--- config.mk ---
export PLATFORM = sky130hd
export DESIGN_NAME = development_stage_tracker
export DESIGN_NICKNAME = d
export VERILOG_FILES = /design/src/rtl/development_stage_tracker.sv
export SDC_FILE = /design/constraint.sdc
export NUM_CORES = 1
export LEC_CHECK = 0
export ABC_AREA = 0
export BUFFER_PORTS_ARGS = -buffer_cell sky130_fd_sc_hd__buf_2
export CORE_MARGIN = 2
export CORE_UTILIZATION = 40
export DETAILED_ROUTE_END_ITERATION = 10
export PLACE_DENSITY = 0.59
export SLEW_MARGIN = 0
export SYNTH_ARGS = -nofsm -noshare
export SYNTH_HDL_FRONTEND = slang
export SYNTH_SLANG_ARGS = --single-unit
--- constraint.sdc ---
create_clock -name clk -period 2.6 [get_ports clk]
set_input_delay 0.52 -clock clk [delete_from_list [all_inputs] [get_ports clk]]
set_output_delay 0.52 -clock clk [all_outputs]
set_load 0.05 [all_outputs]
--- src/rtl/development_stage_tracker.sv ---
// development_stage_tracker
// Saturating N-bit maturity level driven by regulator commands, mapped onto
// 2^STAGE_BITS development stages with hysteresis, minimum dwell time after
// each stage change and optional non-regression of the stage.
module development_stage_tracker #(
    parameter int N             = 9,
    parameter int STAGE_BITS    = 2,
    parameter int FAST_STEP     = 2,
    parameter int SET_VAL       = 0,
    parameter int DEFAULT_VAL   = 0,
    parameter int HYST          = 4,
    parameter int MIN_DWELL     = 8,
    parameter int ALLOW_REGRESS = 1
) (
    input  logic                  clk,
    input  logic                  rst,
    input  logic                  inc,
    input  logic                  dec,
    input  logic                  fast,
    input  logic                  setval,
    output logic [N-1:0]          level,
    output logic [STAGE_BITS-1:0] stage,
    output logic                  stage_up,
    output logic                  stage_down,
    output logic                  dwell_busy
);

    localparam int BIN    = 1 << (N - STAGE_BITS);
    localparam int NSTAGE = 1 << STAGE_BITS;
    // Threshold width: (SMAX+1)*BIN+HYST can exceed 2^N, so keep two spare bits.
    localparam int TW     = N + 2;
    localparam int DW     = (MIN_DWELL > 0) ? $clog2(MIN_DWELL + 1) : 1;

    localparam logic [N-1:0]          SET_LVL    = N'(SET_VAL);
    localparam logic [N-1:0]          DEF_LVL    = N'(DEFAULT_VAL);
    localparam logic [STAGE_BITS-1:0] SET_STG    = SET_LVL[N-1 -: STAGE_BITS];
    localparam logic [STAGE_BITS-1:0] DEF_STG    = DEF_LVL[N-1 -: STAGE_BITS];
    localparam logic [STAGE_BITS-1:0] STG_MAX    = '1;
    localparam logic [N:0]            LVL_MAX    = {1'b0, {N{1'b1}}};
    localparam logic [N:0]            FAST_EXT   = (N + 1)'(FAST_STEP);
    localparam logic [N:0]            ONE_EXT    = (N + 1)'(1);
    localparam logic [DW-1:0]         DWELL_LOAD = DW'(MIN_DWELL);
    localparam logic [DW-1:0]         DWELL_ONE  = DW'(1);

    logic [N-1:0]          level_reg, level_next;
    logic [STAGE_BITS-1:0] stage_reg, stage_next;
    logic [DW-1:0]         dwell_reg, dwell_next;
    logic                  up_reg, up_next;
    logic                  down_reg, down_next;

    logic [N:0]            step;
    logic [N:0]            sum;
    logic [TW-1:0]         lvl_ext;

    // Per-stage promote / demote thresholds, constant for a given build.
    logic [TW-1:0] promote_thr [NSTAGE];
    logic [TW-1:0] demote_thr  [NSTAGE];

    genvar gi;
    generate
        for (gi = 0; gi < NSTAGE; gi++) begin : g_thr
            assign promote_thr[gi] = TW'((gi + 1) * BIN + HYST);
            if (gi == 0) begin : g_first
                // Stage 0 can never demote; threshold is a don't-care.
                assign demote_thr[gi] = '0;
            end else begin : g_rest
                assign demote_thr[gi] = TW'(gi * BIN - HYST);
            end
        end
    endgenerate

    // Level update: setval load, else saturating step up/down, else hold.
    always_comb begin
        step       = fast ? FAST_EXT : ONE_EXT;
        sum        = {1'b0, level_reg} + step;
        level_next = level_reg;
        if (setval) begin
            level_next = SET_LVL;
        end else if (inc && !dec) begin
            level_next = (sum > LVL_MAX) ? LVL_MAX[N-1:0] : sum[N-1:0];
        end else if (dec && !inc) begin
            level_next = ({1'b0, level_reg} < step) ? '0 : (level_reg - step[N-1:0]);
        end
    end

    // Stage evaluation on the registered level: setval override, dwell
    // countdown, then at most one promote or demote step per cycle.
    always_comb begin
        stage_next = stage_reg;
        dwell_next = dwell_reg;
        up_next    = 1'b0;
        down_next  = 1'b0;
        lvl_ext    = {2'b00, level_reg};
        if (setval) begin
            stage_next = SET_STG;
            dwell_next = '0;
            up_next    = (SET_STG > stage_reg);
            down_next  = (SET_STG < stage_reg);
        end else if (dwell_reg != '0) begin
            dwell_next = dwell_reg - DWELL_ONE;
        end else if ((stage_reg != STG_MAX) && (lvl_ext >= promote_thr[stage_reg])) begin
            stage_next = stage_reg + 1'b1;
            dwell_next = DWELL_LOAD;
            up_next    = 1'b1;
        end else if ((ALLOW_REGRESS != 0) && (stage_reg != '0) &&
                     (lvl_ext < demote_thr[stage_reg])) begin
            stage_next = stage_reg - 1'b1;
            dwell_next = DWELL_LOAD;
            down_next  = 1'b1;
        end
    end

    // State registers with synchronous reset; pulses reset to zero so a
    // reset in the middle of a walk never emits an event.
    always_ff @(posedge clk) begin
        if (rst) begin
            level_reg <= DEF_LVL;
            stage_reg <= DEF_STG;
            dwell_reg <= '0;
            up_reg    <= 1'b0;
            down_reg  <= 1'b0;
        end else begin
            level_reg <= level_next;
            stage_reg <= stage_next;
            dwell_reg <= dwell_next;
            up_reg    <= up_next;
            down_reg  <= down_next;
        end
    end

    assign level      = level_reg;
    assign stage      = stage_reg;
    assign stage_up   = up_reg;
    assign stage_down = down_reg;
    assign dwell_busy = (dwell_reg != '0);

endmodule

==> reports/results.tsv <==
stage	metric	value	unit
outcome	status	complete, no violations	
logic_synthesis	syn-instance-count	165	
timing	relSlewSlack	61.2	%
clocking	cts_tree	done	
logic_synthesis	ys.flop_type	dfxtp_1	
drt	ant_nets	0	
power	power_frac_seq	42.3	%
drt	drcViolationCount	0	
power	switching_power	288	uW
critical_path	cp.arrival	2510	ps
final_layout	antenna_cells	0	
final_layout	syn2layout_area_growth	9.55	%
clocking	clk_pin_slew_worst_paths	100	ps
logic_synthesis	yosys_warnings	0	
grt	grt_first_pass_wirelength	6000	um
clocking	h-tree-depth	1	
clocking	cts_hold_buf	0	
flow_run	maxCapViolCount	0	
critical_path	crit_family	adder cells	
critical_path	crit_path_top_delay_cell	dfxtp_1	
place	portBuffers	19	
critical_path	worst_setup_path_start_kind	register	
logic_synthesis	synth.most_common_cell	dfxtp_1	
grt	grt_max_degree	15	
drt	drt-initial-drc-count	78	
floorplan	fp.coreArea	0.00334	sq mm
logic_synthesis	synth_top_family_by_area	compound AO/OA/AOI/OAI gates	
final_layout	final_layout_size_suffix_gt1_share	18.2	%
logic_synthesis	ys_seq_elements	17	
critical_path	required	2800	ps
floorplan	placementRows	21	
clocking	cts_max_path_buffers	2	
critical_path	max_stage_delay	430	ps
drt	drt_wl_total	3420	um
final_layout	largest_register_ffs	9	
timing	finalMaxSlewViolations	0	
power	p_leak	0.000629	uW
floorplan	start_util	41.6	%
clocking	clk_latency	310	ps
logic_synthesis	syn_area	0.00139	sq mm
grt	grt_pass1_vias	1280	
logic_synthesis	synth.mux.area_fraction	1.89	%
timing	setup_viol	0	
clocking	cts_setup_buffers	0	
power	power_frac_clock	21.4	%
logic_synthesis	syn_avg_cell_area	8.42	sq um
power	irDropWorstVdd	0.000145	V
timing	worstMarginPinSlew	580	ps
floorplan	die_x	62.9	um
logic_synthesis	synth_top_cells_by_area	dfxtp_1 (25%), ha_1 (12%), o21ai_0 (4.3%), inv_1 (4.3%), nand4_1 (3.2%)	
power	p_per_area	468	mW/mm^2
power	p_comb_share	36.3	%
clocking	cts_resized	0	
floorplan	pin_count	20	
timing	hold_violations	0	
critical_path	criticalPathCategory	reg -> reg	
floorplan	fp.dieH	62.9	um
clocking	cts_inserted_buffers	3	
power	total_power	712	uW
critical_path	path_cells	inv_1, ha_1, nor2_1, ha_1, nor3_1, a311o_1, nor2_1, o21ai_1, mux2_4	
critical_path	critPathCaptureType	register	
grt	antenna_found_initial	0	
logic_synthesis	synth_compound_area_share	26.8	%
logic_synthesis	synth_xor_xnor_area_share	0.631	%
drt	drt_pre_antenna_iters	4	
logic_synthesis	ys_seq_area_share	24.5	%
timing	period_share	88.7	%
power	switching_share	40.4	%
final_layout	fillers	356	
place	dp_slack	76.6	ps
drt	viasPerCell	5.90	
drt	wl_per_cell	15.1	um
grt	gr-total-overflow	0	
place	dp_hpwl	2600	um
grt	grtUsageTotal	18.9	%
logic_synthesis	async_flop_share	0	%
final_layout	final_util	45.6	%
final_layout	nets	203	
min_path	hold_path_class	in -> reg	
logic_synthesis	yosys.area.top_type_share	24.5	%
timing	finalSetupTns	0	ps
clocking	clkSinkCount	17	
critical_path	critPathBufInv	1	
critical_path	critPathMaxFanout	6	
timing	layout_min_cycle_time	2310	ps
timing	fmax	433	MHz
logic_synthesis	synth_top_cell_by_area	dfxtp_1	
logic_synthesis	synthAdderAreaFrac	14.6	%
logic_synthesis	synth.distinct_cells	49	
clocking	root_buffer	clkbuf_4	
power	power.internal	424	uW
timing	layout_setup_ws	293	ps
logic_synthesis	yosys.area_share.simple	23.9	%
drt	vias	1339	
timing	fin_worst_skew	9.59	ps
logic_synthesis	synth_fp_nets	186	
timing	rsz0062_at_grt	false	
logic_synthesis	synth_commonest_cells	dfxtp_1 (17), inv_1 (16), ha_1 (13)	
place	gp_congestion	0.833	
logic_synthesis	synth_edf_count	0	
floorplan	dieArea	0.00396	sq mm
[cell type report]
class	instances	area, sq um	area share (%)
Multi-Input combinational cell	125	941	61.8
Sequential cell	17	340	22.4
Timing Repair Buffer	19	95.1	6.25
Inverter	16	60.1	3.95
Tap cell	46	57.6	3.78
Clock buffer	3	22.5	1.48
Clock inverter	1	5.00	0.329
[stage by stage]
step                cell area (sq um)  cells  hold WS (ps)
floorplan                        1390    165           492
global placement                 1490    223           503
detailed placement               1490    223           528
CTS                              1520    227           388
global route                     1520    227           385
finish                           1520    227           397
[placed cells by master (no fill, tap or decap), types with 3 or more instances in the layout]
cell type,instances
a31oi_1,5
o211ai_1,3
dfxtp_1,17
nor3_1,7
buf_2,19
nand2b_1,4
nand2_1,8
ha_1,13
inv_1,16
clkbuf_4,3
nor2_1,11
nand3_1,4
o21ai_1,3
o21ai_0,12
nand4_1,7
a21oi_1,7
a21o_1,4
a221oi_1,3
[path summary, 6_finish.rpt]
path	cells past startpoint	slack, ps	endpoint	from
worst min register to register	2	540	dwell_reg[2]$_SDFFE_PP0P_	dwell_reg[3]$_SDFFE_PP0P_
worst min-delay path	2	400	stage_down$_SDFF_PP0_	rst
worst max register to register	9	290	stage[0]$_SDFFE_PP0P_	stage[0]$_SDFFE_PP0P_
worst max-delay path	9	290	stage[0]$_SDFFE_PP0P_	stage[0]$_SDFFE_PP0P_
[routing by layer]
layer  share of wire (%)  GRT usage, %  vias up
met2                  45          28.9       58
met4                 2.7          11.4        0
met3                 8.6          2.52        8
met5                   0             0        -
li1                    -             -      655
met1                  44          25.1      618
[power groups by stage]
stage / registers, uW / logic (uW) / clock network (uW)
after floorplan: 330 / 177 / 0
after global placement: 306 / 251 / 0
after detailed placement: 307 / 254 / 0
after CTS: 300 / 255 / 156
after global routing: 304 / 285 / 167
final: 301 / 258 / 153
[logic make-up (layout without fill, tap and decap cells)]
family,Yosys count,after routing
simple gates,54,54
buf+inv,23,39
mux,2,2
fa+ha+maj,15,15
xor+xnor,1,1
flops,17,17
compound gates,53,53
No activity file was read; power rests on OpenSTA's default activity.
